## src/rtl/syn_fifo_fwft_if.sv

```systemverilog
// Bundles the FIFO's write, read, control and status signals into one port.
// master: the block that pushes/pops and watches the flags. slave: the FIFO itself.
// Signals: flush, err_clr, wr_en, data_in, rd_en -> FIFO; data_out, flags, level <- FIFO.
interface syn_fifo_fwft_if #(
  parameter int DATA_WIDTH = 72,
  parameter int ADDR_WIDTH = 3
);
  logic                  flush;
  logic                  err_clr;
  logic                  wr_en;
  logic [DATA_WIDTH-1:0] data_in;
  logic                  rd_en;
  logic [DATA_WIDTH-1:0] data_out;
  logic                  empty;
  logic                  full;
  logic                  almost_empty;
  logic                  almost_full;
  logic [ADDR_WIDTH:0]   level;
  logic                  overflow;
  logic                  underflow;

  modport master (
    output flush, err_clr, wr_en, data_in, rd_en,
    input  data_out, empty, full, almost_empty, almost_full, level, overflow, underflow
  );

  modport slave (
    input  flush, err_clr, wr_en, data_in, rd_en,
    output data_out, empty, full, almost_empty, almost_full, level, overflow, underflow
  );
endinterface

```

## src/rtl/syn_fifo_fwft.sv

```systemverilog
// Single-clock register-array FIFO with registered-read or first-word-fall-through output.
// Latency: FWFT=0 data_out valid one cycle after the read edge; FWFT=1 head word visible the cycle after it is written.
// Backpressure: writes refused when full unless a read is accepted the same cycle; refused ops set sticky error flags.
// Ports: clk, rst_n (async, active-low), bus (slave modport: flush/err_clr/wr_en/data_in/rd_en in;
//        data_out, empty/full/almost_empty/almost_full, level, overflow/underflow out).
module syn_fifo_fwft #(
  parameter int DATA_WIDTH = 72,
  parameter int ADDR_WIDTH = 3,
  parameter int FWFT       = 0,
  parameter int AF_THRESH  = (2 ** ADDR_WIDTH) - 1,
  parameter int AE_THRESH  = 1
) (
  input  logic                 clk,
  input  logic                 rst_n,
  syn_fifo_fwft_if.slave       bus
);

  localparam int DEPTH = 2 ** ADDR_WIDTH;
  localparam int LW    = ADDR_WIDTH + 1;

  logic [DATA_WIDTH-1:0] mem [DEPTH];
  logic [ADDR_WIDTH-1:0] wr_ptr;
  logic [ADDR_WIDTH-1:0] rd_ptr;
  logic [LW-1:0]         level_q;
  logic                  overflow_q;
  logic                  underflow_q;

  logic empty_w;
  logic full_w;
  logic ra;
  logic wa;
  logic ovf_set;
  logic udf_set;

  assign empty_w = (level_q == '0);
  assign full_w  = (level_q == LW'(DEPTH));

  // Flush takes priority over both requests, so neither side is accepted that cycle.
  // A read frees a slot in the same edge, so a full FIFO still takes a simultaneous write.
  assign ra = bus.rd_en && !empty_w && !bus.flush;
  assign wa = bus.wr_en && !bus.flush && (!full_w || ra);

  // Requests dropped by a flush are intentional and do not count as errors.
  assign ovf_set = bus.wr_en && !wa && !bus.flush;
  assign udf_set = bus.rd_en && empty_w && !bus.flush;

  // Storage is deliberately not reset; the pointers and level define what is valid.
  always_ff @(posedge clk) begin
    if (wa) begin
      mem[wr_ptr] <= bus.data_in;
    end
  end

  always_ff @(posedge clk or negedge rst_n) begin
    if (!rst_n) begin
      wr_ptr      <= '0;
      rd_ptr      <= '0;
      level_q     <= '0;
      overflow_q  <= 1'b0;
      underflow_q <= 1'b0;
    end else begin
      if (bus.flush) begin
        wr_ptr  <= '0;
        rd_ptr  <= '0;
        level_q <= '0;
      end else begin
        // Power-of-two depth: pointer wrap is the natural modulo of the adder.
        if (wa) wr_ptr <= wr_ptr + ADDR_WIDTH'(1);
        if (ra) rd_ptr <= rd_ptr + ADDR_WIDTH'(1);
        case ({wa, ra})
          2'b10:   level_q <= level_q + LW'(1);
          2'b01:   level_q <= level_q - LW'(1);
          default: level_q <= level_q;
        endcase
      end
      // A new error in the clearing cycle must not be lost, so set beats clear.
      if (ovf_set)          overflow_q <= 1'b1;
      else if (bus.err_clr) overflow_q <= 1'b0;
      if (udf_set)          underflow_q <= 1'b1;
      else if (bus.err_clr) underflow_q <= 1'b0;
    end
  end

  generate
    if (FWFT != 0) begin : g_fwft
      // Head of queue is shown combinationally from the array; zero while empty.
      assign bus.data_out = empty_w ? '0 : mem[rd_ptr];
    end else begin : g_reg
      logic [DATA_WIDTH-1:0] dout_q;
      always_ff @(posedge clk or negedge rst_n) begin
        if (!rst_n) begin
          dout_q <= '0;
        end else if (bus.flush) begin
          dout_q <= '0;
        end else if (ra) begin
          dout_q <= mem[rd_ptr];
        end
      end
      assign bus.data_out = dout_q;
    end
  endgenerate

  assign bus.empty        = empty_w;
  assign bus.full         = full_w;
  assign bus.almost_full  = (level_q >= LW'(AF_THRESH));
  assign bus.almost_empty = (level_q <= LW'(AE_THRESH));
  assign bus.level        = level_q;
  assign bus.overflow     = overflow_q;
  assign bus.underflow    = underflow_q;

endmodule

```

## src/flat_wrapper.sv

```systemverilog
// flat-port wrapper written by rule: the top's interface ports become plain ports
module syn_fifo_fwft_flat 
#(
  parameter int DATA_WIDTH = 72,
  parameter int ADDR_WIDTH = 3,
  parameter int FWFT       = 0,
  parameter int AF_THRESH  = (2 ** ADDR_WIDTH) - 1,
  parameter int AE_THRESH  = 1
)
  (clk, rst_n, bus_flush, bus_err_clr, bus_wr_en, bus_data_in, bus_rd_en, bus_data_out, bus_empty, bus_full, bus_almost_empty, bus_almost_full, bus_level, bus_overflow, bus_underflow);
  syn_fifo_fwft_if #(.DATA_WIDTH(DATA_WIDTH), .ADDR_WIDTH(ADDR_WIDTH)) bus_i ();
  input  logic clk;
  input  logic rst_n;
  input wire logic [$bits(bus_i.flush)-1:0] bus_flush;
  input wire logic [$bits(bus_i.err_clr)-1:0] bus_err_clr;
  input wire logic [$bits(bus_i.wr_en)-1:0] bus_wr_en;
  input wire logic [$bits(bus_i.data_in)-1:0] bus_data_in;
  input wire logic [$bits(bus_i.rd_en)-1:0] bus_rd_en;
  output wire logic [$bits(bus_i.data_out)-1:0] bus_data_out;
  output wire logic [$bits(bus_i.empty)-1:0] bus_empty;
  output wire logic [$bits(bus_i.full)-1:0] bus_full;
  output wire logic [$bits(bus_i.almost_empty)-1:0] bus_almost_empty;
  output wire logic [$bits(bus_i.almost_full)-1:0] bus_almost_full;
  output wire logic [$bits(bus_i.level)-1:0] bus_level;
  output wire logic [$bits(bus_i.overflow)-1:0] bus_overflow;
  output wire logic [$bits(bus_i.underflow)-1:0] bus_underflow;
  assign bus_i.flush = bus_flush;
  assign bus_i.err_clr = bus_err_clr;
  assign bus_i.wr_en = bus_wr_en;
  assign bus_i.data_in = bus_data_in;
  assign bus_i.rd_en = bus_rd_en;
  assign bus_data_out = bus_i.data_out;
  assign bus_empty = bus_i.empty;
  assign bus_full = bus_i.full;
  assign bus_almost_empty = bus_i.almost_empty;
  assign bus_almost_full = bus_i.almost_full;
  assign bus_level = bus_i.level;
  assign bus_overflow = bus_i.overflow;
  assign bus_underflow = bus_i.underflow;
  syn_fifo_fwft #(.DATA_WIDTH(DATA_WIDTH), .ADDR_WIDTH(ADDR_WIDTH), .FWFT(FWFT), .AF_THRESH(AF_THRESH), .AE_THRESH(AE_THRESH)) u_core (.clk(clk), .rst_n(rst_n), .bus(bus_i));
endmodule
```

## config.mk

```make
export PLATFORM = sky130hd
export DESIGN_NAME = syn_fifo_fwft_flat
export DESIGN_NICKNAME = d
export VERILOG_FILES = /design/src/rtl/syn_fifo_fwft_if.sv /design/src/rtl/syn_fifo_fwft.sv /design/src/flat_wrapper.sv
export SDC_FILE = /design/constraint.sdc
export NUM_CORES = 1
export LEC_CHECK = 0
export CORE_MARGIN = 3
export CORE_UTILIZATION = 55
export DETAILED_ROUTE_END_ITERATION = 8
export GPL_ROUTABILITY_DRIVEN = 0
export HOLD_SLACK_MARGIN = 0.03
export PLACE_DENSITY = 0.85
export SLEW_MARGIN = 25
export SYNTH_ARGS = -nofsm -noshare
export SYNTH_HDL_FRONTEND = slang
export SYNTH_SLANG_ARGS = --single-unit
```

## constraint.sdc

```tcl
create_clock -name clk -period 10.8 [get_ports clk]
set_input_delay 1.08 -clock clk [delete_from_list [all_inputs] [get_ports clk]]
set_output_delay 1.08 -clock clk [all_outputs]
set_load 0.1 [all_outputs]
```

==> results.yml <==
run_status:
  status: "finished clean"
power_and_ir_drop:
  p_int_mw: 4.54
  p_seq_share_pct: 45.7
  pwr-share-clk_pct: 32.8
  p_sw_share_pct: 31.0
  p_sw_mw: 2.04
  ir_worst_vdd_mv: 0.148
  leakage_nw: 9.65
  combPwrFrac_pct: 21.6
  pwr_density_cell_nw_per_um2: 224
timing:
  fmax_mhz: 229
  hold_ws_ns: 0.470
  hold_viol_final: 0
  rsz0062_at_grt: "false"
  layout_min_cycle_time_ns: 4.36
  slew_violations: 0
  totalNegativeSetupSlack_ns: 0
  max_slew_margin_pct: 28.1
  finalSetupViolCount: 0
  worst_pin_slew_ns: 1.08
  finalCritPeriodShare_pct: 40.4
  clock_skew_ns: 0.0323
  fin_ws_ns: 6.44
critical_path:
  crit_fanout: 7
  r2r_start: "u_core.bus.level[0]$_DFFE_PN0P_"
  reg2regPathDepth: 7
  critPathLaunch: "u_core.bus.level[0]$_DFFE_PN0P_"
  path_class: "reg2out"
  cp_slowest_cell: "clkdlybuf4s50_1"
  slowest_delay_ns: 1.15
  path_buf_inv: 3
  arrival_ns: 3.28
  path_cells: "inv_1 > ha_1 > or3b_1 > inv_1 > clkdlybuf4s50_1"
  crit_path_end_kind: "primary output"
  cp_top_family: "buffers and inverters"
  reg2reg_slack_ns: 7.25
  required_ns: 9.72
  crit_cells: 5
  critical_path.most_common_cell: "inv_1"
  setup.worst_path.start_class: "flip-flop"
cts:
  hold_buffers: 0
  numCtsBuffers: 60
  clk_path_buf_depth: 3
  root_buffer: "clkbuf_16"
  h-tree-depth: 2
  clk_pin_slew_ns: 0.06
  cts_resized: 0
  cts_tree: "built"
  clock_sinks: 660
  cts_setup_buffers: 0
  insertion_delay_ns: 0.62
layout:
  syn2layout_area_growth_pct: 17.4
  fin_area_um2: 29400
  final_layout_size_suffix_gt1_share_pct: 22.5
  final_cells: 2141
  fin_nets: 1575
floorplanning:
  die_height_um: 219
  rows: 77
  die-area_um2: 48100
  core_um2: 44600
  io_pins: 160
  die_x_um: 219
  start_util_pct: 56.1
routing:
  dr.pass1.iters: 7
  first_iter_violations: 1524
  vias: 13287
  routedWlPerCell_um: 26.5
  drt_wl_total_um: 56700
  drc: 0
  ant_nets: 0
  viasPerCell: 6.21
placement:
  dpl_worst_slack_ns: 6.14
  port_buffers: 159
  hpwl_um: 29800
  placed_cells: 2020
  placed_area_um2: 27300
synthesis:
  ys_seq_area_share_pct: 77.5
  netlist_top_cells_area: "edfxtp_1 (69%), dfrtp_1 (8.4%), mux2_2 (6.5%), mux4_2 (6.5%), o31ai_1 (2.1%)"
  ys_ff_latch: 660
  syn_area_per_cell_um2: 18.9
  async_flop_share_pct: 12.7
  synth_cell_types: 37
  synthFlopType: "edfxtp_1"
  synth_top_area_share_pct: 69.1
  yosys_warnings: 0
  syn_nets: 1409
  yosysTopAreaCell: "edfxtp_1"
  syn_inst: 1326
  synth_edf_count: 576
  syn_area_um2: 25000
run:
  drv_cap: 0
global_routing:
  antenna_found_initial: 6
  grt_pass1_wl_um: 85800
  grtUsageTotal_pct: 23.8
  grt_overflow: 0
  grt_max_degree: 77
  grt_pass1_vias: 14294
hold_path:
  hold_path_class: "in2async"
[cells in the mapped netlist, types with 3 or more instances]
library cell / number
dfrtp_1: 84
ha_1: 5
o21ai_0: 4
mux2_2: 144
nor3_1: 5
nor2b_1: 3
nand2b_1: 5
a211oi_1: 3
nor2_1: 86
nand3_1: 6
clkbuf_1: 30
mux4_2: 72
buf_2: 38
xor2_1: 5
buf_1: 3
nand2_1: 86
edfxtp_1: 576
inv_1: 7
o31ai_1: 71
a21oi_1: 3
o22ai_1: 71
[flip-flops by register name, indices dropped and copies added (netlist names)]
signal,count
u_core.mem,576
u_core.bus.level,4
u_core.bus.overflow,1
u_core.wr_ptr,3
u_core.bus.underflow,1
u_core.bus.data_out,72
u_core.rd_ptr,3
[metal layers]
layer  track usage [%]  vias to the layer above  share of wire (%)
met3              3.89                      123                7.0
met5                 0                        -              0.060
met2              40.3                      646                 52
li1                  -                     5605                  -
met1              30.8                     6909                 38
met4              10.0                        4                3.4
[path summary, 6_finish.rpt]
check / endpoint
max reg2reg: u_core.mem[7][20]$_DFFE_PP_
max: bus_empty
min reg2reg: u_core.bus.data_out[21]$_DFFE_PN0P_
min: u_core.bus.data_out[30]$_DFFE_PN0P_
max in group asynchronous: u_core.rd_ptr[2]$_DFFE_PN0P_
min in group clk: u_core.bus.data_out[21]$_DFFE_PN0P_
[cells in the final DEF, fill, tap and decap left out, drive strengths merged, types with 6 or more instances in the layout]
| cell type | netlist | final |
|---|---|---|
| clkbuf | 30 | 90 |
| edfxtp | 576 | 576 |
| inv | 7 | 7 |
| mux4 | 72 | 72 |
| dfrtp | 84 | 84 |
| nand2 | 86 | 86 |
| buf | 43 | 20 |
| o22ai | 71 | 71 |
| mux2 | 144 | 144 |
| nor2 | 86 | 86 |
| clkdlybuf4s50 | 0 | 157 |
| nand3 | 6 | 6 |
| o31ai | 71 | 71 |
| clkinv | 0 | 17 |
[power by group through the flow]
| stage | Clock (mW) | Combinational [mW] | Sequential (mW) |
|---|---|---|---|
| floorplan | 0 | 0.508 | 3.53 |
| global placement | 0 | 1.34 | 3.08 |
| detailed placement | 0 | 1.37 | 3.08 |
| CTS | 2.18 | 1.38 | 3.03 |
| global route | 2.28 | 1.48 | 3.02 |
| finish | 2.16 | 1.42 | 3.01 |
[cell type report]
type,count,area (um^2)
flip-flops and latches,660,19400
fillers,2756,15200
multi-input cells,586,5370
repair buffers,177,1790
clock buffers,90,1780
well taps,592,741
clock inverters,24,258
inverters,7,26.3
diodes,5,12.5
[through the flow]
stage | power [mW] | util (%)
2_1_floorplan | 4.04 | -
3_3_place_gp | 4.41 | 61.1
3_5_place_dp | 4.45 | 61.2
4_1_cts | 6.60 | 65.7
5_1_grt | 6.78 | 65.9
6_report | 6.58 | 65.9
[cells by family (layout without fill, tap and decap cells)]
family / after synthesis / after routing / share of synthesized area (%)
and+or+nand+nor: 199 / 199 / 3.25
adders and majority gates: 5 / 5 / 0.250
DFF: 660 / 660 / 77.5
buffers and inverters: 80 / 298 / 1.42
muxes: 218 / 218 / 13.0
other: 0 / 5 / 0
xor gates and xnor gates: 5 / 5 / 0.175
AOI/OAI and AO/OA: 159 / 159 / 4.37
(Power assumes the default switching activity.)
